## config.mk

```make
export PLATFORM = sky130hd
export DESIGN_NAME = tl_data_upsizer_nr_flat
export DESIGN_NICKNAME = d
export VERILOG_FILES = /design/src/rtl/tl_data_upsizer_nr_if.sv /design/src/rtl/tl_data_upsizer_nr.sv /design/src/flat_wrapper.sv
export SDC_FILE = /design/constraint.sdc
export NUM_CORES = 1
export LEC_CHECK = 0
export ABC_AREA = 1
export CAP_MARGIN = 10
export CORE_ASPECT_RATIO = 1.5
export CORE_MARGIN = 5
export CORE_UTILIZATION = 25
export CTS_CLUSTER_SIZE = 14
export DETAILED_ROUTE_END_ITERATION = 7
export DONT_BUFFER_PORTS = 1
export PLACE_DENSITY = 0.45
export SLEW_MARGIN = 25
export SYNTH_ARGS = -nofsm -noshare
export SYNTH_HDL_FRONTEND = slang
export SYNTH_SLANG_ARGS = --single-unit
```

## constraint.sdc

```tcl
create_clock -name clk_i -period 2.25 [get_ports clk_i]
set_input_delay 0.1125 -clock clk_i [delete_from_list [all_inputs] [get_ports clk_i]]
set_output_delay 0.1125 -clock clk_i [all_outputs]
set_load 0.02 [all_outputs]
```

## src/rtl/tl_data_upsizer_nr_if.sv

```systemverilog
`default_nettype none
// +----------------------------------------------------------------------------+
// | Module   : tl_data_upsizer_nr_if                                           |
// | Purpose  : One TileLink UH A/D channel pair carried as a single bundle.    |
// |            A channel: a_valid/a_ready handshake plus payload struct a.     |
// |            D channel: d_valid/d_ready handshake plus payload struct d.     |
// | Modports : master - issues A requests and consumes D responses           |
// |            slave  - consumes A requests and issues D responses           |
// | Revision : 1.0 - initial release                                          |
// +----------------------------------------------------------------------------+
interface tl_data_upsizer_nr_if #(
  parameter int DataWidth   = 32,
  parameter int AddrWidth   = 56,
  parameter int SourceWidth = 4,
  parameter int SizeWidth   = 3,
  parameter int SinkWidth   = 1
);

  typedef struct packed {
    logic [2:0]             opcode;
    logic [2:0]             param;
    logic [SizeWidth-1:0]   size;
    logic [SourceWidth-1:0] source;
    logic [AddrWidth-1:0]   address;
    logic [DataWidth/8-1:0] mask;
    logic [DataWidth-1:0]   data;
    logic                   corrupt;
  } a_chan_t;

  typedef struct packed {
    logic [2:0]             opcode;
    logic [1:0]             param;
    logic [SizeWidth-1:0]   size;
    logic [SourceWidth-1:0] source;
    logic [SinkWidth-1:0]   sink;
    logic                   denied;
    logic                   corrupt;
    logic [DataWidth-1:0]   data;
  } d_chan_t;

  logic    a_valid;
  logic    a_ready;
  a_chan_t a;
  logic    d_valid;
  logic    d_ready;
  d_chan_t d;

  modport master (
    output a_valid, a, d_ready,
    input  a_ready, d_valid, d
  );

  modport slave (
    input  a_valid, a, d_ready,
    output a_ready, d_valid, d
  );

endinterface
`default_nettype wire

```

## src/rtl/tl_data_upsizer_nr.sv

```systemverilog
`default_nettype none
// +----------------------------------------------------------------------------+
// | Module   : tl_data_upsizer_nr                                              |
// | Purpose  : TileLink UH data-width upsizer (narrow host, wide device).     |
// |            A: host beats are gathered into their byte lanes and issued as |
// |            one device beat per group, with zero added latency.           |
// |            D: wide response beats are split back into host beats using a |
// |            per-source lane offset captured on the request.               |
// | Ports    : clk_i  - clock                                                 |
// |            rst_i  - synchronous active-high reset                         |
// |            host   - slave side, HostDataWidth wide                       |
// |            device - master side, DeviceDataWidth wide                    |
// | Revision : 1.0 - initial release                                          |
// +----------------------------------------------------------------------------+
module tl_data_upsizer_nr #(
  parameter int HostDataWidth   = 32,
  parameter int DeviceDataWidth = 128,
  parameter int AddrWidth       = 56,
  parameter int SourceWidth     = 4,
  parameter int MaxSize         = 6
) (
  input  logic                 clk_i,
  input  logic                 rst_i,
  tl_data_upsizer_nr_if.slave  host,
  tl_data_upsizer_nr_if.master device
);

  localparam int Ratio  = DeviceDataWidth / HostDataWidth;
  localparam int HBytes = HostDataWidth / 8;
  localparam int DBytes = DeviceDataWidth / 8;
  localparam int HNB    = $clog2(HBytes);
  localparam int DNB    = $clog2(DBytes);
  localparam int LW     = (Ratio > 1) ? $clog2(Ratio) : 1;
  localparam int SzW    = $clog2(MaxSize + 1);
  localparam int MW     = (MaxSize > HNB) ? (MaxSize - HNB) : 1;

  localparam logic [2:0] OpGet           = 3'd4;
  localparam logic [2:0] OpAccessAckData = 3'd1;

  if ((Ratio < 2) || (Ratio > 8) || ((Ratio & (Ratio - 1)) != 0) ||
      ((DeviceDataWidth % HostDataWidth) != 0) || (AddrWidth < DNB)) begin : g_bad_params
    $fatal(1, "tl_data_upsizer_nr: width ratio must be a power of two in 2..8");
  end

  // Index of the final host beat within one device-beat group.
  function automatic logic [LW-1:0] group_last(input logic [SzW-1:0] sz);
    int gl;
    gl = int'(sz) - HNB;
    if (gl < 0)  gl = 0;
    if (gl > LW) gl = LW;
    return LW'((1 << gl) - 1);
  endfunction

  // Index of the final host beat of a whole message.
  function automatic logic [MW-1:0] msg_last(input logic [SzW-1:0] sz);
    int ml;
    ml = int'(sz) - HNB;
    if (ml < 0)  ml = 0;
    if (ml > MW) ml = MW;
    return MW'((1 << ml) - 1);
  endfunction

  // ---------------------------------------------------------------------------
  // A channel state
  // ---------------------------------------------------------------------------
  logic [LW-1:0]            a_cnt_q,   a_cnt_d;
  logic [MW-1:0]            a_msg_q,   a_msg_d;
  logic                     corrupt_q, corrupt_d;
  logic [HostDataWidth-1:0] gdata_q [Ratio-1];
  logic [HostDataWidth-1:0] gdata_d [Ratio-1];
  logic [HBytes-1:0]        gmask_q [Ratio-1];
  logic [HBytes-1:0]        gmask_d [Ratio-1];

  // Per-source lane offset; deliberately not reset, rewritten per request.
  logic [LW-1:0]            offset_q [2**SourceWidth];
  logic                     offset_we;
  logic [LW-1:0]            offset_wdata;

  logic                       a_is_get;
  logic [LW-1:0]              a_glast;
  logic [MW-1:0]              a_mlast;
  logic                       a_final;
  logic                       a_fire;
  logic [LW-1:0]              a_base;
  logic [DeviceDataWidth-1:0] a_data;
  logic [DBytes-1:0]          a_lane_mask;
  logic [DBytes-1:0]          a_align_mask;
  int                         a_csz;

  // ---------------------------------------------------------------------------
  // D channel state
  // ---------------------------------------------------------------------------
  logic [LW-1:0] d_cnt_q, d_cnt_d;
  logic          d_is_data;
  logic [LW-1:0] d_glast;
  logic          d_final;
  logic [LW-1:0] d_lane;

  // A handshake: non-final sub-beats are absorbed locally; the final one is
  // forwarded combinationally so the device sees the group with no delay.
  always_comb begin
    a_is_get       = (host.a.opcode == OpGet);
    a_glast        = a_is_get ? '0 : group_last(host.a.size);
    a_mlast        = a_is_get ? '0 : msg_last(host.a.size);
    a_final        = (a_cnt_q == a_glast);
    // Readies are also held low in reset so no beat is consumed then.
    host.a_ready   = !rst_i && (a_final ? device.a_ready : 1'b1);
    device.a_valid = !rst_i && a_final && host.a_valid;
    a_fire         = host.a_valid && host.a_ready;
  end

  // A datapath: place gathered beats and the live beat into their lanes.
  always_comb begin
    a_base      = host.a.address[DNB-1:HNB];
    a_data      = '0;
    a_lane_mask = '0;
    for (int j = 0; j < Ratio - 1; j++) begin
      if (LW'(j) < a_cnt_q) begin
        a_data[(a_base | LW'(j)) * HostDataWidth +: HostDataWidth] = gdata_q[j];
        a_lane_mask[(a_base | LW'(j)) * HBytes +: HBytes]          = gmask_q[j];
      end
    end
    a_data[(a_base | a_cnt_q) * HostDataWidth +: HostDataWidth] = host.a.data;
    a_lane_mask[(a_base | a_cnt_q) * HBytes +: HBytes]          = host.a.mask;

    // Bytes covered by the naturally aligned message window within one beat.
    a_csz = int'(host.a.size);
    if (a_csz > DNB) a_csz = DNB;
    for (int b = 0; b < DBytes; b++) begin
      a_align_mask[b] = (((b ^ int'(host.a.address[DNB-1:0])) >> a_csz) == 0);
    end

    device.a.opcode  = host.a.opcode;
    device.a.param   = host.a.param;
    device.a.size    = host.a.size;
    device.a.source  = host.a.source;
    device.a.address = host.a.address;
    // A Get carries no data lanes, so its mask is the aligned window alone.
    device.a.mask    = a_is_get ? a_align_mask : (a_lane_mask & a_align_mask);
    device.a.data    = a_data;
    device.a.corrupt = corrupt_q | host.a.corrupt;
  end

  // A next state.
  always_comb begin
    a_cnt_d      = a_cnt_q;
    a_msg_d      = a_msg_q;
    corrupt_d    = corrupt_q;
    gdata_d      = gdata_q;
    gmask_d      = gmask_q;
    offset_we    = 1'b0;
    offset_wdata = host.a.address[DNB-1:HNB];
    if (a_fire) begin
      offset_we = (a_msg_q == '0);
      a_msg_d   = (a_msg_q == a_mlast) ? '0 : (a_msg_q + 1'b1);
      if (a_final) begin
        a_cnt_d   = '0;
        corrupt_d = 1'b0;
        for (int j = 0; j < Ratio - 1; j++) begin
          gdata_d[j] = '0;
          gmask_d[j] = '0;
        end
      end else begin
        for (int j = 0; j < Ratio - 1; j++) begin
          if (a_cnt_q == LW'(j)) begin
            gdata_d[j] = host.a.data;
            gmask_d[j] = host.a.mask;
          end
        end
        a_cnt_d   = a_cnt_q + 1'b1;
        corrupt_d = corrupt_q | host.a.corrupt;
      end
    end
  end

  // D path: split a wide data beat into host beats, releasing the device
  // beat only together with the last host beat taken from it.
  always_comb begin
    d_is_data      = (device.d.opcode == OpAccessAckData);
    d_glast        = d_is_data ? group_last(device.d.size) : '0;
    d_final        = (d_cnt_q == d_glast);
    d_lane         = offset_q[device.d.source] | d_cnt_q;
    host.d_valid   = !rst_i && device.d_valid;
    device.d_ready = !rst_i && d_final && host.d_ready;

    host.d.opcode  = device.d.opcode;
    host.d.param   = device.d.param;
    host.d.size    = device.d.size;
    host.d.source  = device.d.source;
    host.d.sink    = device.d.sink;
    host.d.denied  = device.d.denied;
    host.d.corrupt = device.d.corrupt;
    host.d.data    = device.d.data[d_lane * HostDataWidth +: HostDataWidth];

    d_cnt_d = d_cnt_q;
    if (host.d_valid && host.d_ready) begin
      d_cnt_d = d_final ? '0 : (d_cnt_q + 1'b1);
    end
  end

  always_ff @(posedge clk_i) begin
    if (rst_i) begin
      a_cnt_q   <= '0;
      a_msg_q   <= '0;
      corrupt_q <= 1'b0;
      d_cnt_q   <= '0;
      for (int j = 0; j < Ratio - 1; j++) begin
        gdata_q[j] <= '0;
        gmask_q[j] <= '0;
      end
    end else begin
      a_cnt_q   <= a_cnt_d;
      a_msg_q   <= a_msg_d;
      corrupt_q <= corrupt_d;
      d_cnt_q   <= d_cnt_d;
      gdata_q   <= gdata_d;
      gmask_q   <= gmask_d;
    end
  end

  always_ff @(posedge clk_i) begin
    if (offset_we) begin
      offset_q[host.a.source] <= offset_wdata;
    end
  end

endmodule
`default_nettype wire

```

## src/flat_wrapper.sv

```systemverilog
// flat-port wrapper written by rule: the top's interface ports become plain ports
module tl_data_upsizer_nr_flat 
#(
  parameter int HostDataWidth   = 32,
  parameter int DeviceDataWidth = 128,
  parameter int AddrWidth       = 56,
  parameter int SourceWidth     = 4,
  parameter int MaxSize         = 6
)
  (clk_i, rst_i, host_a_valid, host_a, host_d_ready, host_a_ready, host_d_valid, host_d, device_a_valid, device_a, device_d_ready, device_a_ready, device_d_valid, device_d);
  tl_data_upsizer_nr_if #(.DataWidth((32)), .AddrWidth(AddrWidth), .SourceWidth(SourceWidth), .SizeWidth((3))) host_i ();
  tl_data_upsizer_nr_if #(.DataWidth((128)), .AddrWidth(AddrWidth), .SourceWidth(SourceWidth), .SizeWidth((3))) device_i ();
  input  logic clk_i;
  input  logic rst_i;
  input wire logic [$bits(host_i.a_valid)-1:0] host_a_valid;
  input wire logic [$bits(host_i.a)-1:0] host_a;
  input wire logic [$bits(host_i.d_ready)-1:0] host_d_ready;
  output wire logic [$bits(host_i.a_ready)-1:0] host_a_ready;
  output wire logic [$bits(host_i.d_valid)-1:0] host_d_valid;
  output wire logic [$bits(host_i.d)-1:0] host_d;
  output wire logic [$bits(device_i.a_valid)-1:0] device_a_valid;
  output wire logic [$bits(device_i.a)-1:0] device_a;
  output wire logic [$bits(device_i.d_ready)-1:0] device_d_ready;
  input wire logic [$bits(device_i.a_ready)-1:0] device_a_ready;
  input wire logic [$bits(device_i.d_valid)-1:0] device_d_valid;
  input wire logic [$bits(device_i.d)-1:0] device_d;
  assign host_i.a_valid = host_a_valid;
  assign host_i.a = host_a;
  assign host_i.d_ready = host_d_ready;
  assign host_a_ready = host_i.a_ready;
  assign host_d_valid = host_i.d_valid;
  assign host_d = host_i.d;
  assign device_a_valid = device_i.a_valid;
  assign device_a = device_i.a;
  assign device_d_ready = device_i.d_ready;
  assign device_i.a_ready = device_a_ready;
  assign device_i.d_valid = device_d_valid;
  assign device_i.d = device_d;
  tl_data_upsizer_nr #(.HostDataWidth(HostDataWidth), .DeviceDataWidth(DeviceDataWidth), .AddrWidth(AddrWidth), .SourceWidth(SourceWidth), .MaxSize(MaxSize)) u_core (.clk_i(clk_i), .rst_i(rst_i), .host(host_i), .device(device_i));
endmodule
```

# After elaboration in Yosys (flattened, before gate mapping)
# Memories as Yosys holds them, arrays and structs flattened.
# Index checks and enable logic that the tools add are counted.
classes:
  addsub: 16
  n_lt_le_gt_ge: 9
  n_eq_ne: 7
  n_shift: 36
  mux: 38
  bitwise_logic: 21
  n_reduce_logical: 33
ops:
  columns: ["op", "count"]
  rows:
  - ["$logic_not A32 Y1", 16]
  - ["$shift A32 B34 Y128 const A", 4]
  - ["$shiftx A32 B34 Y128", 4]
  - ["$shr A4 B3 Y32", 16]
  - ["$bwmux W128", 3]
  - ["$mux W128", 3]
  - ["$mux W32", 8]
  - ["$shift A4 B34 Y16 const A", 4]
  - ["$shiftx A4 B34 Y16", 4]
  - ["$and A128 B128 Y128", 1]
  - ["$shiftx A128 B8 Y32", 1]
  - ["$neg A4 Y34", 3]
  - ["$neg A7 Y34", 3]
  - ["$mux W96", 1]
  - ["$neg A32 Y34", 2]
  - ["$gt A32 B3 Y1 const B", 2]
  - ["$lt A32 B1 Y1 const B", 2]
  - ["$mux W16", 4]
  - ["$shl A1 B32 Y2 const A", 2]
  - ["$bwmux W16", 3]
  - ["$and A16 B16 Y16", 2]
  - ["$gt A32 B4 Y1 const B", 1]
  - ["$shl A1 B32 Y4 const A", 1]
  - ["$mux W4", 5]
  - ["30 further kinds", 65]
totals:
  register_bits: 117
  mem_bits_rw: 32
  out_inout_bits: 265
  elab_cells: 171
  mem_count: 1
memory_table:
  columns: ["name", "depth", "width", "rd", "rd_clocked_by_memory_dff", "write_ports", "line_no", "rtl"]
  rows:
  - ["u_core.offset_q", 16, 2, 1, 0, 1, "tl_data_upsizer_nr.sv:75", "logic [LW-1:0] offset_q [2**SourceWidth];"]

# Depth between registers and ports, before layout
# Gate-level depths: netlist of the first run.
depth:
  word_depth: 15
  mapped_depth: 13
  ltp_nobuf: 13

# Worst setup path before layout of the first run
# No wires, ideal clock.
synth_path:
  kind: "register to output"
  from: "reg u_core.a_cnt_q[1]"
  to: "out device_a[137]"
  arrival_ps: 2310
  slack_ps: -173
  path_stages_with_launch: 9
  path_cell_list: "dfxtp_1 clkbuf_2 nor2_1 inv_1 ha_1 clkbuf_1 clkbuf_1 a31oi_1 a211oi_1"
synth_between:
  elab_chain_cells: 9
  elab_cells_between_ends: 15
synth_lines:
  columns: ["item", "line_no", "rtl"]
  rows:
  - ["start: declaration", "tl_data_upsizer_nr.sv:66", "logic [LW-1:0] a_cnt_q, a_cnt_d;"]
  - ["start signal: assignment", "tl_data_upsizer_nr.sv:212", "a_cnt_q <= a_cnt_d;"]
  - ["parallel branches: the longest is 6 deep, another holds $neg A32 Y34", null, null]
  - ["$bwmux W16 (*)", "tl_data_upsizer_nr.sv:124", "a_lane_mask[(a_base | a_cnt_q) * HBytes +: HBytes] = host.a.mask;"]
  - ["$and A16 B16 Y16 (*)", "tl_data_upsizer_nr.sv:139", "device.a.mask = a_is_get ? a_align_mask : (a_lane_mask & a_align_mask);"]
  - ["$mux W16 (*)", "tl_data_upsizer_nr.sv:139", null]
  - ["end: declaration", "flat_wrapper.sv:22", "output wire logic [$bits(device_i.a)-1:0] device_a;"]
# Mark *: on every way between the ends.

# Final worst setup path of the first run
layout_path:
  from: "reg u_core.a_cnt_q[1]"
  to: "out device_a[138]"
# Same word-level chain as after synthesis.

==> impl_metrics.csv, run 1 <==
group,metric,value,unit
worst_setup_path,r2r_cells,14,
placement,placed_cells,2967,
worst_setup_path,path_depth,12,
worst_setup_path,critical_path_arrival,2.35,ns
placement,port_buffers,0,
placement,detailedPlace.worstSlack,-0.08973,ns
detailed_routing,detail-route-antenna-nets,0,
yosys,synth_area_leaders,"dfxtp_1 (18%), nand2_1 (13%), nor2_1 (10%)",
power_and_ir_drop,p_per_area,539.0,nW/µm²
power_and_ir_drop,p_seq_share,25.6,%
yosys,ys_ff_latch,149,
run_status,violations,"setup timing",
yosys,avgSynthCellArea,5.849,µm²
yosys,yosysSeqAreaShare,24.73,%
global_routing,grt_pass1_vias,16310,
yosys,muxShareOfSynthArea,0,%
hold_path,hold_class,"input port to register",
flow_run,max-cap-violations,0,
worst_setup_path,worst_setup_path_end_kind,"output port",
power_and_ir_drop,p_comb_share,48.7,%
worst_setup_path,cp_common_cell,"buf_6",
cts,clkLatencyLatePin,0.46,ns
sta,min_period,2.462,ns
cts,clkSlewWorstSetupHoldPaths,0.07,ns
yosys,synth_area,13360,µm²
run_status,status,"finished, violations left",
detailed_routing,wire_per_inst,27.01,µm
sta,clock.fmax,406.2,MHz
worst_setup_path,startpoint_type,"register",
sta,period_share,109.4,%
floorplanning,rows,103,
final_layout,post-route-util,40.73,%
yosys,synth_top_family_by_area,"simple AND/OR/NAND/NOR gates",
sta,layout_setup_ws,-0.2118,ns
yosys,yosys_warnings,0,
global_routing,grt_start_max_net_pins,59,
worst_setup_path,crit_path_start,"u_core.a_cnt_q[1]",
sta,slew_headroom,51.73,%
worst_setup_path,crit_end,"device_a[138]",
worst_setup_path,cp.required,2.14,ns
final_layout,fin_cells,3158,
power_and_ir_drop,ir_worst_vdd,492.5,µV
global_routing,grt_util_all_layers,25.50,%
worst_setup_path,crit_family,"buffers and inverters",
global_routing,grt_pass1_wl,110.4,mm
final_layout,drive_above_1_share,34.53,%
power_and_ir_drop,p_total,11.60,mW
cts,cts_tree,"yes",
worst_setup_path,critPathKind,"register to output port",
detailed_routing,via_per_inst,5.434,
cts,root_buffer,"clkbuf_16",
sta,rsz0062_at_grt,"yes",
detailed_routing,num_vias,17160,
sta,setup_viol,159,
detailed_routing,drtPass1Iterations,5,
power_and_ir_drop,switchingPower,4.901,mW
worst_setup_path,worstReg2RegStart,"u_core.a_cnt_q[1]",
final_layout,final_area,21520,µm²
worst_setup_path,cp_num_buf_inv,5,
floorplanning,fp.dieW,198.7,µm
floorplanning,dieArea,58260,µm²
floorplanning,core-area,52840,µm²
detailed_routing,wirelength,85.31,mm
sta,worst_pin_slew,0.7240,ns
yosys,synth_top_cell_by_area,"dfxtp_1",
yosys,synth_compound_gate_area_share,18.12,%
final_layout,nets,2732,
power_and_ir_drop,swShare,42.25,%
yosys,syn_nets,2556,
hold_path,hold_path_startpoint,"host_a[96]",
cts,clock-sinks,149,
sta,hold_slack,0.02571,ns
yosys,netlist_instances,2284,
placement,place_area,15270,µm²
yosys,ys_types,38,
sta,skew,0.01282,ns
placement,gp_congestion,0.9358,
yosys,synth-xor-area-share,0.06556,%
worst_setup_path,cp_cell_sequence,"buf_6 -> inv_4 -> ha_4 -> inv_4 -> nand2_4 -> nor2_4 -> nand3_1 -> o21ai_1 -> nand2_1 -> a211oi_4 -> buf_6 -> buf_6",
global_routing,overflow,0,
detailed_routing,drc,0,
detailed_routing,drtIter0Drc,1316,
worst_setup_path,slowest_stage,"dfxtp_2",
yosys,synth_top_area_share,17.53,%
floorplanning,pin_count,520,
placement,post-dp-hpwl,54.18,mm
cts,clockBufferDepth,2,
floorplanning,die_h,293.1,µm
cts,cts_max_level,4,
yosys,ys_async_sr_fraction,0,%
worst_setup_path,slowest_delay,0.34,ns
final_layout,syn_to_final_growth,61.11,%
worst_setup_path,r2r-end,"u_core.gdata_q[61]",
power_and_ir_drop,p_clk_share,25.7,%
power_and_ir_drop,power_leakage,10.05,nW
yosys,synth_ff_type,"dfxtp_1",
global_routing,antenna_found_initial,6,
floorplanning,initial_utilization,25.28,%
cts,numCtsBuffers,17,
yosys,synth_edf_count,32,
sta,hold_viol_final,0,
power_and_ir_drop,internal_power,6.699,mW
worst_setup_path,worstPathMaxFanout,6,
worst_setup_path,rrSetupSlack,0.10,ns
sta,finalSetupTns,-13.92,ns
yosys,yosys.area_share.simple,34.78,%
yosys,synth_adder_area_share,1.592,%
sta,drv_slew,0,
-- flip-flops by register name, indices dropped and copies added (netlist names) --
signal	count
u_core.gdata_q	96
u_core.offset_q	32
u_core.gmask_q	12
u_core.a_msg_q	4
u_core.a_cnt_q	2
u_core.d_cnt_q	2
u_core.corrupt_q	1
-- synthesized netlist by cell type (57+ instances only) --
master    instances
buf_2            57
nand3_1         133
nand2_1         475
nor2_1          373
inv_1           365
o22ai_1         105
dfxtp_1         117
nand4_1          94
o21ai_0         102
clkbuf_1         86
buf_4            91
a21oi_1          90
-- layer usage --
| metal | part of all wire (%) | global-route usage, % |
|---|---|---|
| met1 | 34 | 26.51 |
| met2 | 50 | 45.15 |
| met3 | 11 | 9.635 |
| met4 | 5.7 | 11.78 |
| met5 | 0.048 | 0 |
-- cell families after synthesis --
| family | after synthesis |
|---|---|
| AOI/OAI and AO/OA | 390 |
| xor gates and xnor gates | 1 |
| buffers and inverters | 621 |
| DFF | 149 |
| adders and majority gates | 17 |
| and+or+nand+nor | 1106 |
-- worst min-delay path by stage --
| stage | to | depth (start not counted) |
|---|---|---|
| after floorplan | u_core.offset_q[0][0] | 0 |
| after global placement | u_core.a_cnt_q[1] | 1 |
| after detailed placement | u_core.a_cnt_q[1] | 1 |
| after CTS | u_core.gdata_q[75] | 4 |
| after global routing | u_core.gmask_q[10] | 4 |
| final | u_core.offset_q[12][0] | 2 |
-- what timing repair did --
item | 4_1_cts | 5_1_grt
hold endpoints to repair | 86 | 0
cloned | 20 | 25
resized for setup | 392 | 442
pin swaps | 97 | 164
setup buffers | 49 | 51
setup endpoints to repair | 177 | 226
hold buffers | 23 | 0
-- worst register-to-register path: stages, from the launching register on --
cell and delay, ns:
dfxtp_2 0.34, buf_6 0.13, inv_4 0.04, buf_4 0.12, buf_4 0.13, nand3_2 0.07
nand2_2 0.05, inv_2 0.08, nand3_2 0.12, buf_12 0.20, nand3_4 0.25, buf_12 0.25
nand2_1 0.14, nand2_1 0.07, nor2_1 0.05
-- power by group through the flow --
stage	logic, mW	clock network (mW)	registers (mW)
floorplan	2.31	0	3.00
global placement	3.67	0	3.01
detailed placement	3.67	0	3.01
CTS	4.62	3.03	2.96
global route	5.92	3.14	2.98
finish	5.65	2.99	2.97
-- placed cells by master, fill, tap and decap left out, types with 15 or more instances in the layout --
master	instances
o22ai_1	43
nand2_4	34
a32o_2	27
o21ai_0	61
inv_1	352
o22ai_2	26
nand3_1	70
nor2_1	313
clkbuf_16	39
buf_4	133
dlygate4sd3_1	23
nor2_2	18
nand3_2	43
buf_6	127
a21oi_2	40
edfxtp_1	32
nor2_4	45
nand3_4	26
a21oi_1	41
buf_16	21
dfxtp_1	115
nand4_1	94
o21ai_1	30
buf_8	15
nand2_1	398
nand2_2	47
o22ai_4	36
buf_12	65
a32oi_2	20
-- area by class of cell --
type / count / area [µm²]
fill: 5367 / 31320
multi-input combinational: 1514 / 10030
timing repair buffer: 406 / 5314
sequential: 149 / 3308
inverter: 372 / 1435
tap: 682 / 853.3
clock buffer: 19 / 442.9
clock inverter: 13 / 135.1
antenna: 3 / 7.507
Power figures use the tool's default switching activity.
==> run 2: changes to the inputs <==
--- a/config.mk
+++ b/config.mk
@@ -5,7 +5,6 @@
 export SDC_FILE = /design/constraint.sdc
 export NUM_CORES = 1
 export LEC_CHECK = 0
-export ABC_AREA = 1
 export CAP_MARGIN = 10
 export CORE_ASPECT_RATIO = 1.5
 export CORE_MARGIN = 5
==> impl_metrics.csv, run 2 <==
group,metric,value,unit
hold_path,hold-path-endpoint,"u_core.offset_q[12][0]",
floorplanning,initial_utilization,25.30,%
detailed_routing,num_vias,13540,
final_layout,final_cell_mix,"nand2_1 (229), buf_6 (152), a21oi_1 (148)",
sta,layout_setup_ws,-0.6036,ns
yosys,synth_area,11100,µm²
placement,port_buffers,0,
yosys,avgSynthCellArea,7.408,µm²
worst_setup_path,worstPathMaxFanout,8,
final_layout,post-route-util,42.16,%
hold_path,hold_path_startpoint,"host_a[96]",
floorplanning,die_h,268.0,µm
yosys,yosys_warnings,0,
cts,root_buffer,"clkbuf_16",
worst_setup_path,cp_num_buf_inv,3,
worst_setup_path,r2r-end,"u_core.gdata_q[0]",
sta,clock.fmax,350.4,MHz
worst_setup_path,critical_path_arrival,2.74,ns
worst_setup_path,critPathKind,"register to output port",
cts,clockBufferDepth,2,
global_routing,overflow,0,
run_status,violations,"setup timing",
cts,numCtsBuffers,17,
sta,rsz0062_at_grt,"yes",
floorplanning,rows,94,
sta,period_share,126.8,%
global_routing,antenna_found_initial,7,
global_routing,grt_util_all_layers,25.74,%
sta,slew_headroom,47.71,%
detailed_routing,drtIter0Drc,1127,
sta,drv_slew,0,
yosys,ys_types,62,
yosys,netlist_instances,1498,
detailed_routing,drc,0,
yosys,synth_edf_count,32,
yosys,synth_area_leaders,"dfxtp_1 (21%), nand2_1 (11%), edfxtp_1 (8.7%)",
cts,clkSlewWorstSetupHoldPaths,0.08,ns
power_and_ir_drop,power_leakage,7.011,nW
sta,worst_pin_slew,0.7827,ns
detailed_routing,wire_per_inst,30.76,µm
worst_setup_path,slowest_delay,0.48,ns
worst_setup_path,r2r_cells,10,
yosys,synth_top_cell_by_area,"dfxtp_1",
worst_setup_path,cp_common_cell,"buf_6",
placement,detailedPlace.worstSlack,-0.2820,ns
sta,min_period,2.854,ns
global_routing,grt_pass1_wl,93.34,mm
final_layout,final_common_cell,"nand2_1",
floorplanning,dieArea,48790,µm²
floorplanning,pin_count,520,
final_layout,drive_above_1_share,43.94,%
placement,gp_congestion,0.9409,
sta,setup_viol,176,
worst_setup_path,worstReg2RegStart,"u_core.a_cnt_q[1]",
final_layout,nets,1966,
worst_setup_path,startpoint_type,"register",
yosys,syn_nets,1770,
cts,cts_max_level,4,
hold_path,min_path_cells,2,
sta,hold_viol_final,0,
final_layout,syn_to_final_growth,66.68,%
detailed_routing,drtPass1Iterations,6,
flow_run,max-cap-violations,0,
yosys,synth_top_cells_by_count,"nand2_1 (316), a21oi_1 (174), o21ai_0 (134)",
power_and_ir_drop,p_per_area,485.2,nW/µm²
yosys,ys_ff_latch,149,
final_layout,largest_reg_flops,96,
hold_path,hold_class,"input port to register",
yosys,yosysSeqAreaShare,29.77,%
global_routing,grt_pass1_vias,13310,
yosys,ys_async_sr_fraction,0,%
worst_setup_path,worst_setup_path_end_kind,"output port",
cts,clkLatencyLatePin,0.46,ns
worst_setup_path,cp.required,2.14,ns
detailed_routing,via_per_inst,5.911,
worst_setup_path,rrSetupSlack,0.01,ns
worst_setup_path,crit_family,"multiplexers",
yosys,synth_ff_type,"dfxtp_1",
placement,post-dp-hpwl,42.88,mm
sta,skew,0.01489,ns
detailed_routing,detail-route-antenna-nets,0,
cts,clock-sinks,149,
global_routing,grt_start_max_net_pins,117,
worst_setup_path,cp_cell_sequence,"mux4_2 -> mux2_4 -> nor3_4 -> a31oi_4 -> buf_6 -> buf_6 -> a32oi_2 -> buf_6",
worst_setup_path,slowest_stage,"mux4_2",
run_status,status,"finished, violations left",
floorplanning,core-area,43870,µm²
yosys,synth_top_area_share,21.11,%
final_layout,top_regs,"u_core.gdata_q x96, u_core.offset_q x32, u_core.gmask_q x12",
yosys,yosysMostFrequentCell,"nand2_1",
cts,cts_tree,"yes",
detailed_routing,wirelength,70.48,mm
floorplanning,fp.dieW,182.0,µm
final_layout,regMostFlops,"u_core.gdata_q",
power_and_ir_drop,ir_worst_vdd,403.5,µV
==> run 2: area by class of cell <==
type | count | area (µm²)
repair buffers | 397 | 4980
well taps | 576 | 720.7
multi-input cells | 1113 | 8807
clock buffers | 17 | 425.4
clock inverters | 15 | 160.2
flip-flops and latches | 149 | 3308
fillers | 4307 | 25370
diodes | 8 | 20.02
inverters | 16 | 75.07
==> run 2: timing repair <==
| item | 4_1_cts | 5_1_grt |
|---|---|---|
| endpoints found under the setup margin | 177 | 293 |
| gates cloned | 27 | 14 |
| pin swaps | 120 | 130 |
| resized for setup | 500 | 293 |
| hold endpoints to repair | 161 | 0 |
| hold buffers | 47 | 0 |
| setup buffers | 52 | 40 |
==> run 2: worst register-to-register path, delay by kind of cell (launching register included) <==
family / cells / cell delay, ns
compound gates: 3 / 0.82
xor+xnor: 1 / 0.11
buf+inv: 4 / 0.64
flops: 1 / 0.36
simple gates: 2 / 0.19
==> run 2: power by group <==
part           internal, mW  switching [mW]  leakage [nW]
Sequential             2.81           0.115          1.24
Combinational          1.30            1.82          5.50
Clock                  1.48            1.45         0.279
==> run 2: worst max path at each step <==
| stage | depth (start not counted) | to | start | slack [ns] |
|---|---|---|---|---|
| after floorplan | 8 | device_a[142] | u_core.a_cnt_q[1] | 0.003 |
| after global placement | 11 | device_a[126] | u_core.a_cnt_q[1] | -0.29 |
| after detailed placement | 11 | device_a[126] | u_core.a_cnt_q[1] | -0.28 |
| after CTS | 7 | host_d[9] | u_core.offset_q[11][0] | -0.61 |
| after global routing | 8 | host_d[0] | u_core.offset_q[4][0] | -0.68 |
| final | 8 | host_d[24] | u_core.offset_q[0][0] | -0.60 |
==> run 2: per-stage QoR <==
step	total power, mW	std cells	hold slack (ns)	cell area [µm²]	setup TNS, ns
3_5_place_dp	5.012	2093	0.2019	12730	-6.888
5_1_grt	9.239	2288	0.009072	18490	-68.22
3_3_place_gp	4.995	2093	0.2062	12730	-6.748
2_1_floorplan	4.398	1498	0.2114	11190	0
6_report	8.974	2291	0.01825	18500	-54.04
4_1_cts	8.591	2243	0.001872	16640	-47.86
==> run 2: logic make-up (layout without fill, tap and decap cells) <==
family,count (synthesis),after routing,share of synthesized area (%)
and+or+nand+nor,545,545,21.92
buffers and inverters,237,445,12.44
AOI/OAI and AO/OA,522,523,30.79
DFF,149,149,29.77
xor gates and xnor gates,9,9,0.8795
muxes,19,19,2.289
adders and majority gates,17,17,1.917
other,0,8,0
==> run 2: routing by layer <==
| layer | vias up | GRT usage, % | part of all wire [%] |
|---|---|---|---|
| met5 | - | 0 | 0.028 |
| met4 | 2 | 16.74 | 8.1 |
| met3 | 286 | 9.154 | 10 |
| met2 | 966 | 45.75 | 51 |
| met1 | 6486 | 25.26 | 30 |
| li1 | 5803 | - | - |
